--- src/rtl/command_scheduler.sv ---
// command_scheduler: sequences decoded host commands onto the core memory port.
// Optional ack timeout enabled by defining SCHED_TIMEOUT_EN.
module command_scheduler #(
  parameter int ADDRESS_WIDTH  = 24,
  parameter int VALUE_WIDTH    = 32,
  parameter int TIMEOUT_CYCLES = 255
) (
  input  logic                     clk_i,
  input  logic                     rst_ni,
  input  logic                     cmd_valid_i,
  input  logic [7:0]               cmd_instr_i,
  input  logic [ADDRESS_WIDTH-1:0] cmd_addr_i,
  input  logic [VALUE_WIDTH-1:0]   cmd_value_i,
  output logic                     cmd_ready_o,
  output logic                     mem_req_o,
  output logic                     mem_we_o,
  output logic [ADDRESS_WIDTH-1:0] mem_addr_o,
  output logic [VALUE_WIDTH-1:0]   mem_wdata_o,
  input  logic                     mem_ack_i,
  input  logic [VALUE_WIDTH-1:0]   mem_rdata_i,
  output logic [VALUE_WIDTH-1:0]   result_o,
  output logic [VALUE_WIDTH-1:0]   stream_o,
  output logic                     irq_o,
  output logic                     err_o
);

  localparam logic [2:0] S_IDLE      = 3'd0;
  localparam logic [2:0] S_WRITE     = 3'd1;
  localparam logic [2:0] S_READ      = 3'd2;
  localparam logic [2:0] S_STREAM_WR = 3'd3;
  localparam logic [2:0] S_STREAM_RD = 3'd4;
  localparam logic [2:0] S_DONE      = 3'd5;

  logic [2:0]               state_q, state_d;
  logic                     req_q, req_d;
  logic                     we_q, we_d;
  logic [ADDRESS_WIDTH-1:0] addr_q, addr_d;
  logic [VALUE_WIDTH-1:0]   wdata_q, wdata_d;
  logic [VALUE_WIDTH-1:0]   result_q, result_d;
  logic [VALUE_WIDTH-1:0]   stream_q, stream_d;
  logic                     irq_q, irq_d;
  logic                     err_q, err_d;
  logic                     hit_q, hit_d;
  logic [ADDRESS_WIDTH-1:0] bind_rd_q, bind_rd_d;
  logic [ADDRESS_WIDTH-1:0] bind_wr_q, bind_wr_d;
  logic [ADDRESS_WIDTH-1:0] irq_addr_q, irq_addr_d;
  logic                     ack;

`ifdef SCHED_TIMEOUT_EN
  logic [31:0] cnt_q, cnt_d;
`endif

  assign ack = req_q & mem_ack_i;

  // next-state, bus phase and capture decisions
  always_comb begin
    state_d    = state_q;
    req_d      = req_q;
    we_d       = we_q;
    addr_d     = addr_q;
    wdata_d    = wdata_q;
    result_d   = result_q;
    stream_d   = stream_q;
    irq_d      = 1'b0;
    err_d      = err_q;
    hit_d      = hit_q;
    bind_rd_d  = bind_rd_q;
    bind_wr_d  = bind_wr_q;
    irq_addr_d = irq_addr_q;
    case (state_q)
      S_IDLE: begin
        if (cmd_valid_i) begin
          unique case (1'b1)
            cmd_instr_i == 8'd1: begin
              state_d = S_WRITE;
              req_d   = 1'b1;
              we_d    = 1'b1;
              addr_d  = cmd_addr_i;
              wdata_d = cmd_value_i;
              hit_d   = cmd_addr_i == irq_addr_q;
            end
            cmd_instr_i == 8'd2: begin
              state_d = S_READ;
              req_d   = 1'b1;
              we_d    = 1'b0;
              addr_d  = cmd_addr_i;
              hit_d   = 1'b0;
            end
            cmd_instr_i == 8'd3: begin
              state_d = S_STREAM_WR;
              req_d   = 1'b1;
              we_d    = 1'b1;
              addr_d  = bind_wr_q;
              wdata_d = cmd_value_i;
              hit_d   = bind_wr_q == irq_addr_q;
            end
            cmd_instr_i == 8'd4: irq_addr_d = cmd_addr_i;
            cmd_instr_i == 8'd5: bind_rd_d  = cmd_addr_i;
            cmd_instr_i == 8'd6: bind_wr_d  = cmd_addr_i;
            cmd_instr_i == 8'd7: ;
            cmd_instr_i == 8'd8: ;
            default: err_d = 1'b1;
          endcase
        end
      end
      S_WRITE, S_READ: begin
        if (ack) begin
          state_d = S_DONE;
          req_d   = 1'b0;
          irq_d   = hit_q;
          if (state_q == S_READ) result_d = mem_rdata_i;
        end
      end
      S_STREAM_WR: begin
        if (ack) begin
          state_d = S_STREAM_RD;
          we_d    = 1'b0;
          addr_d  = bind_rd_q;
        end
      end
      S_STREAM_RD: begin
        if (ack) begin
          state_d  = S_DONE;
          req_d    = 1'b0;
          irq_d    = hit_q;
          stream_d = mem_rdata_i;
        end
      end
      S_DONE: state_d = S_IDLE;
      default: begin
        state_d = S_IDLE;
        req_d   = 1'b0;
      end
    endcase
    if (cmd_valid_i && state_q != S_IDLE) err_d = 1'b1;
`ifdef SCHED_TIMEOUT_EN
    cnt_d = (!req_q || mem_ack_i) ? 32'd0 : cnt_q + 32'd1;
    if (req_q && !mem_ack_i && cnt_q == 32'(TIMEOUT_CYCLES - 1)) begin
      state_d = S_DONE;
      req_d   = 1'b0;
      irq_d   = 1'b0;
      err_d   = 1'b1;
    end
`endif
  end

  // state registers with asynchronous abort on reset
  always_ff @(posedge clk_i or negedge rst_ni) begin
    if (!rst_ni) begin
      state_q    <= S_IDLE;
      req_q      <= 1'b0;
      we_q       <= 1'b0;
      addr_q     <= '0;
      wdata_q    <= '0;
      result_q   <= '0;
      stream_q   <= '0;
      irq_q      <= 1'b0;
      err_q      <= 1'b0;
      hit_q      <= 1'b0;
      bind_rd_q  <= '0;
      bind_wr_q  <= '0;
      irq_addr_q <= '0;
`ifdef SCHED_TIMEOUT_EN
      cnt_q      <= '0;
`endif
    end else begin
      state_q    <= state_d;
      req_q      <= req_d;
      we_q       <= we_d;
      addr_q     <= addr_d;
      wdata_q    <= wdata_d;
      result_q   <= result_d;
      stream_q   <= stream_d;
      irq_q      <= irq_d;
      err_q      <= err_d;
      hit_q      <= hit_d;
      bind_rd_q  <= bind_rd_d;
      bind_wr_q  <= bind_wr_d;
      irq_addr_q <= irq_addr_d;
`ifdef SCHED_TIMEOUT_EN
      cnt_q      <= cnt_d;
`endif
    end
  end

  assign cmd_ready_o = state_q == S_IDLE;
  assign mem_req_o   = req_q;
  assign mem_we_o    = we_q;
  assign mem_addr_o  = addr_q;
  assign mem_wdata_o = wdata_q;
  assign result_o    = result_q;
  assign stream_o    = stream_q;
  assign irq_o       = irq_q;
  assign err_o       = err_q;

endmodule

--- config.mk ---
export PLATFORM = sky130hd
export DESIGN_NAME = command_scheduler
export DESIGN_NICKNAME = d
export VERILOG_FILES = /design/src/rtl/command_scheduler.sv
export SDC_FILE = /design/constraint.sdc
export NUM_CORES = 1
export LEC_CHECK = 0
export ABC_AREA = 1
export CELL_PAD_IN_SITES_DETAIL_PLACEMENT = 2
export CELL_PAD_IN_SITES_GLOBAL_PLACEMENT = 2
export CORE_MARGIN = 4
export CORE_UTILIZATION = 28
export DETAILED_ROUTE_END_ITERATION = 12
export HOLD_SLACK_MARGIN = 0.12
export PLACE_DENSITY = 0.85
export SETUP_SLACK_MARGIN = 0.15
export SYNTH_ARGS = -nofsm -noshare
export SYNTH_HDL_FRONTEND = slang
export SYNTH_SLANG_ARGS = --single-unit
--- constraint.sdc ---
create_clock -name clk_i -period 2 [get_ports clk_i]
set_clock_uncertainty 0.05 [all_clocks]
set_input_delay 0.4 -clock clk_i [delete_from_list [all_inputs] [get_ports clk_i]]
set_output_delay 0.4 -clock clk_i [all_outputs]
set_load 0.02 [all_outputs]
==> key figures, run 1 <==
Outcome
  • Status: finished, violations left
  • Failing checks: setup timing

Yosys
  • Commonest register cell after synthesis: dfrtp_1
  • Syn Inst Count: around 1000
  • Yosys reg bits: 200
  • Syn. warnings: 0
  • Sequential element share of the synthesized area: between 50 and 60%
  • FFs w/ async S/R, synth: 100%
  • Largest area contributor in the netlist: dfrtp_1
  • Synth Net Count: 1133
  • Synth top area cells: dfrtp_1, nand2_1, o21ai_0, nand3_1, inv_1
  • EDFF count, synth: 0
  • Synthesized area: 0.00861 sq mm
  • Synth top area share: 58.1%
  • Netlist cell types: 25
  • Mean post-synth cell area: 8.34 sq um

Layout
  • Area delta synth->final: 57.0%
  • Total Nets Final: 1443
  • Layout cells sized above 1: 21.5%
  • Diodes inserted: 0
  • Layout fillers: 3258
  • Commonest non-fill, non-tap cells in the layout: nand2_1, dfrtp_1, o21ai_0, dlygate4sd2_1, clkdlybuf4s50_1
  • Design Area, Final: 0.0135 sq mm
  • Utilization after layout: 45.1%
  • Non-filler instance count after layout: 1745
  • Most common cell after layout, fill and taps aside: nand2_1

Route
  • Final WL: 40400 um
  • Starting DRT DRC Count: 400
  • DRC: 0
  • Via count: roughly 8800
  • Routed vias/inst: 5.05
  • Drt wl/cell: about 23 um
  • Post-route ant nets: 0
  • Drt first pass iters: 7

STA
  • Max-slew violation count: 0
  • RSZ-0062 raised after global routing: yes
  • Clock period minus worst slack: 2.02 ns
  • Fin worst setup slack: -0.0194 ns
  • Final hold vios: 0
  • Pin slew with the least headroom to its limit: ~0.58 ns
  • Final setup viols: 2
  • Max-slew headroom: 61.4%
  • Final period util: 101%
  • Fmax: 0.495 GHz

Setup path
  • Critical path data arrival time: 2.30 ns
  • CP Capture Type: flop
  • Setup CP Type: flop to flop
  • Startpoint types: flop
  • CP required: roughly 2.3 ns
  • Critical Path Fanout Max: 12
  • Reg2Reg Depth: 9

Clocking
  • H-tree levels: 4
  • Clock buffer depth: 2
  • Root buffer cell: clkbuf_16
  • Num CTS Buffers: 17
  • Worst-skew pair later-pin latency: 0.44 ns
  • Clock sinks: 200
  • CTS tree: yes
  • Clk slew on worst S/H paths: approximately 0.09 ns

Min path
  • Hold Path Class: flop to flop
  • Hold Crit Depth: 2

Floorplanning
  • Num rows: 63
  • Die X-Extent: around 180 um
  • Die Ht: 183 um
  • Die ar.: roughly 0.034 sq mm
  • Starting Density: 28.8%
  • Core box area: ~0.03 sq mm
  • I/O pin total: 225

Power and ir drop
  • P_leak: between 6 and 7 nW
  • Pwr Density: 1060 mW/mm^2
  • Maximum vdd drop: 0.506 mV

Placement
  • Placer congestion estimate: 0.794
  • Placed cells: ~1700
  • Port Buffers: 224
  • DP HPWL: 22900 um
  • Placed inst area: 0.0118 sq mm

Global routing
  • Gr ovfl total: 0
  • First-pass GRT wire length: between 50000 and 60000 um
  • Antenna violations before repair: 1
  • Largest net degree at the start of global routing: 52
  • Vias in the first global route: 9923
  • Total Routing Usage GR: a little over a fifth

Run
  • Maxcap violations: 0
-- timing repair --
| action | 4_1_cts | 5_1_grt |
|---|---|---|
| endpoints found under the hold margin | 43 | 0 |
| gates resized for setup | 217 | 139 |
| hold buffers | 1 | 0 |
| endpoints found under the setup margin | 195 | 130 |
| cloned | 9 | 6 |
| pin swaps | 21 | 28 |
| buffers inserted | 23 | 9 |
-- critical path, cell delays in order, from the launching register on --
cell and delay, ns:
dfrtp_1 0.43, nor3_4 0.27, buf_6 0.15, nand2_4 0.08
nor2_4 0.09, nand4_1 0.10, buf_6 0.16, buf_12 0.13
clkbuf_16 0.17, o21ai_0 0.27
-- state kept, by name, summed over array words and instances, names as in the netlist, 3 cells and up --
| signal | cells |
|---|---|
| mem_addr_o | 24 |
| irq_addr_q | 24 |
| bind_wr_q | 24 |
| mem_wdata_o | 32 |
| bind_rd_q | 24 |
| state_q | 3 |
| stream_o | 32 |
| result_o | 32 |
-- path summary, 6_finish.rpt --
| kind | start | end | slack, ns |
|---|---|---|---|
| setup reg to reg | state_q[1] | bind_wr_q[23] | -0.02 |
| hold reg to reg | mem_wdata_o[7] | mem_wdata_o[7] | 0.42 |
| max in group asynchronous | rst_ni | state_q[2] | 0.72 |
| min in group asynchronous | rst_ni | bind_rd_q[6] | 0.45 |
| setup / recovery | state_q[1] | bind_wr_q[23] | -0.02 |
| hold / removal | mem_wdata_o[7] | mem_wdata_o[7] | 0.42 |
-- kinds of logic (layout without fill, tap and decap cells) --
logic type             Yosys count  count (layout)  synth area share [%]
XOR/XNOR                         1               1                 0.102
AO/OA/AOI/OAI                  202             202                  11.8
buffers and inverters          146             468                  6.77
flip-flops                     200             200                  58.1
AND/OR/NAND/NOR                484             484                  23.2
-- cell usage after synthesis (all sizes together), types with 2 or more instances --
| cell | number |
|---|---|
| nor3 | 9 |
| nand2 | 367 |
| clkbuf | 29 |
| dfrtp | 200 |
| inv | 94 |
| or2 | 2 |
| nor2 | 21 |
| nand3 | 73 |
| nand3b | 10 |
| o21ai | 197 |
| a21oi | 3 |
| nand4 | 2 |
| buf | 23 |
-- cell type report --
| type | instances | area [sq um] | share of cell area (%) |
|---|---|---|---|
| Timing Repair Buffer | 343 | 3530 | 26.1 |
| Sequential cell | 200 | 5010 | 37.0 |
| Multi-Input combinational cell | 687 | 3550 | 26.2 |
| Inverter | 94 | 363 | 2.68 |
| Tap cell | 390 | 488 | 3.61 |
| Clock buffer | 19 | 453 | 3.35 |
| Clock inverter | 12 | 131 | 0.972 |
-- routing by layer --
| metal | global-route usage (%) | wire, um | vias up |
|---|---|---|---|
| met1 | 24.5 | 14900 | 4511 |
| met5 | 0 | 13 | - |
| met2 | 40.1 | 20700 | 291 |
| met3 | 6.98 | 3030 | 98 |
| met4 | 5.75 | 1790 | 2 |
| li1 | - | - | 3916 |
-- report_power, final --
part | leakage [nW] | internal, mW | switching, mW
registers | 2.69 | 4.79 | 0.507
clock network | 0.282 | 1.83 | 1.80
logic | 3.98 | 2.28 | 3.10
total | 6.95 | 8.91 | 5.40
-- through the flow --
stage	power (mW)	hold WS, ns	TNS [ns]	setup WS, ns
finish	14.3	0.420	-0.0295	-0.0194
global placement	9.45	0.373	-42.20	-0.605
CTS	13.5	0.426	0	0.0470
global route	15.0	0.442	-0.636	-0.0935
detailed placement	9.68	0.377	-47.74	-0.674
floorplan	7.22	0.0544	0	0.209
No activity file was read; power rests on OpenSTA's default activity.
==> run 2, diff against run 1 <==
HOLD_SLACK_MARGIN = 0.08   (was 0.12)
REMOVE_ABC_BUFFERS = 1   (was default)
==> key figures, run 2 (synthesized netlist as in run 1, its figures left out) <==
Setup path
  • Startpoint types: input pin
  • Critical Path Fanout Max: 13 (+1)
  • CP Cell Sequence: clkdlybuf4s15_1 > inv_2 > nand2_2 > nor2_4 > buf_6 > buf_12 > nand3_2 > nand2_1 > nand2_1 > nand2_1 > nand2_1 > nor2_1 > nand2_1 > nor2_2 > nand2_1 > nand2_2
  • Critical path capture point: hit_q
  • CP required: 2.34 ns (+0.06 ns)
  • Reg-to-reg endpoint: hit_q
  • Critical-path top delay cell: nor2_2
  • CP max stage delay: 0.24 ns (-0.19 ns)
  • CP dominant cell by count: nand2_1
  • Top Family by Delay on Critical Path: simple AND/OR/NAND/NOR gates
  • CP Capture Type: flop
  • Crit. path cell count: 16 (+7)
  • Critical path data arrival time: 2.62 ns (+0.32 ns)
  • Critical Path Start: cmd_instr_i[6]
  • R2r setup slk: -0.13 ns (-0.11 ns)
  • Reg-to-reg startpoint: state_q[0]
  • Setup CP Type: input pin to flop
  • Reg2Reg Depth: 11 (+2)
  • CP Buf/Inv Count: 4 (unchanged)

Clocking
  • Worst-skew pair later-pin latency: 0.45 ns (about the same)
  • CTS tree: yes
  • Clock buffer depth: 2 (unchanged)
  • Root buffer cell: clkbuf_16
  • Num CTS Buffers: 17 (unchanged)
  • H-tree levels: 4 (unchanged)
  • Clk slew on worst S/H paths: 0.09 ns (about the same)
  • Clock sinks: 200 (unchanged)

Placement
  • DP HPWL: 22400 um (-2.2%)
  • Port Buffers: 224 (unchanged)
  • Placer congestion estimate: 0.758 (-4.5%)
  • Placed cells: 1659 (-0.42%)

Global routing
  • Largest net degree at the start of global routing: 65 (+25%)
  • M1 GR Usage: 26.0% (+1.5 points)
  • First-pass GRT wire length: 61000 um (+5.9%)
  • Grt met3 use: 7.50% (+0.52 points)
  • Vias in the first global route: 10197 (+2.8%)
  • Antenna violations before repair: 0 (-1)
  • Gr ovfl total: 0 (unchanged)
  • Met2 Use GR: 41.2% (+1.1 points)
  • GR peak layer: met2
  • Total Routing Usage GR: 23.4% (+1.5 points)

Route
  • Routed vias/inst: 5.31 (+5.0%)
  • Drt wl/cell: 28.1 um (+21%)
  • Via count: 9322 (+5.7%)
  • DRC: 0 (unchanged)
  • Drt first pass iters: 5 (-2)
  • Post-route ant nets: 0 (unchanged)
  • Final WL: 49400 um (+22%)
  • Starting DRT DRC Count: 603 (+51%)

STA
  • Pin slew with the least headroom to its limit: 0.476 ns (-0.103 ns)
  • Fin worst setup slack: -0.288 ns (-0.269 ns)
  • Hold WS: 0.416 ns (-0.00414 ns)
  • Final setup viols: 56 (+54)
  • Final hold vios: 0 (unchanged)
  • Clock period minus worst slack: 2.29 ns (+0.269 ns)
  • Max-slew headroom: 68.1% (+6.7 points)
  • RSZ-0062 raised after global routing: yes
  • Final period util: 114% (+13 points)
  • Fmax: 0.437 GHz (-12%)
  • Max-slew violation count: 0 (unchanged)

Power and ir drop
  • Pwr Density: 1030 mW/mm^2 (-2.8%)
  • P_leak: 7.26 nW (+4.5%)
  • Final Total Pwr: 14.9 mW (+3.8%)
  • Maximum vdd drop: 0.511 mV (+0.89%)

Floorplanning
  • Die Ht: 183 um (unchanged)
  • I/O pin total: 225 (unchanged)
  • Die X-Extent: 183 um (unchanged)
  • Die ar.: 0.0336 sq mm (unchanged)
  • Num rows: 63 (unchanged)
  • Starting Density: 28.8% (unchanged)
  • Core box area: 0.0300 sq mm (unchanged)

Outcome
  • Status: finished, violations left
  • Failing checks: setup timing

Layout
  • Non-filler instance count after layout: 1757 (+0.69%)
  • Diodes inserted: 0 (unchanged)
  • Commonest non-fill, non-tap cells in the layout: nand2_1, dfrtp_1, dlygate4sd2_1, o21ai_0, clkdlybuf4s50_1
  • Layout cells sized above 1: 28.8% (+7.3 points)
  • Area delta synth->final: 67.7%
  • Layout fillers: 3145 (-3.5%)
  • Utilization after layout: 48.2% (+3.1 points)
  • Most common cell after layout, fill and taps aside: nand2_1
  • Register Area: 0.00501 sq mm (about the same)
  • Area occupied by multi-input gates: 0.00405 sq mm (+14%)
  • Total Nets Final: 1454 (+0.76%)

Run
  • Maxcap violations: 0 (unchanged)

Min path
  • Hold Path Class: input pin to async pin
## run 2: changes by cell type in the layout (fill, tap and decap cells not counted), sizes merged
cell           before  now
buf               114  112
bufbuf              1    2
clkbuf             28   35
clkdlybuf4s15       0    7
clkinv              3    7
dlygate4sd2       128  124
inv               100   98
nand3              73   74
## run 2: area by class of cell
type                            count  area share [%]
Multi-Input combinational cell    688            28.1
Tap cell                          390            3.38
Sequential cell                   200            34.7
Clock inverter                     14            1.14
Inverter                           94            2.50
Timing Repair Buffer              353            27.3
Clock buffer                       18            2.97
## run 2: report_power, final
part           switching, mW  leakage, nW  internal, mW
sequential             0.543         2.69          4.79
clock                   1.97        0.287          1.79
combinational           3.44         4.28          2.33
total                   5.95         7.26          8.91
## run 2: how the worst min path moves through the flow
stage / slack [ns] / cells after the start / to / start
floorplan: 0.05 / 0 / bind_rd_q[0] / rst_ni
global placement: 0.32 / 1 / mem_addr_o[11] / rst_ni
detailed placement: 0.32 / 1 / mem_addr_o[11] / rst_ni
CTS: 0.42 / 2 / mem_addr_o[11] / rst_ni
global route: 0.44 / 2 / mem_addr_o[11] / rst_ni
finish: 0.42 / 2 / mem_addr_o[11] / rst_ni
## run 2: layer usage
layer | vias up | share of wire [%]
met5 | - | 0
met4 | 0 | 6.7
met3 | 188 | 8.1
met2 | 453 | 50
met1 | 4737 | 35
li1 | 3944 | -
## run 2: per-stage QoR
stage	instance area [sq um]	setup WS [ns]	setup TNS [ns]
CTS	12900	0.0143	0
global route	14400	-0.287	-7.37
finish	14400	-0.288	-3.29
detailed placement	11800	-0.633	-35.57
global placement	11800	-0.425	-22.40
floorplan	8380	-1.28	-85.80
## run 2: timing repair
item,4_1_cts,5_1_grt
resized for setup,214,324
endpoints found under the setup margin,259,134
setup buffers,16,15
pin swaps,17,27
hold endpoints to repair,36,0
hold buffers,1,0
cloned,11,23
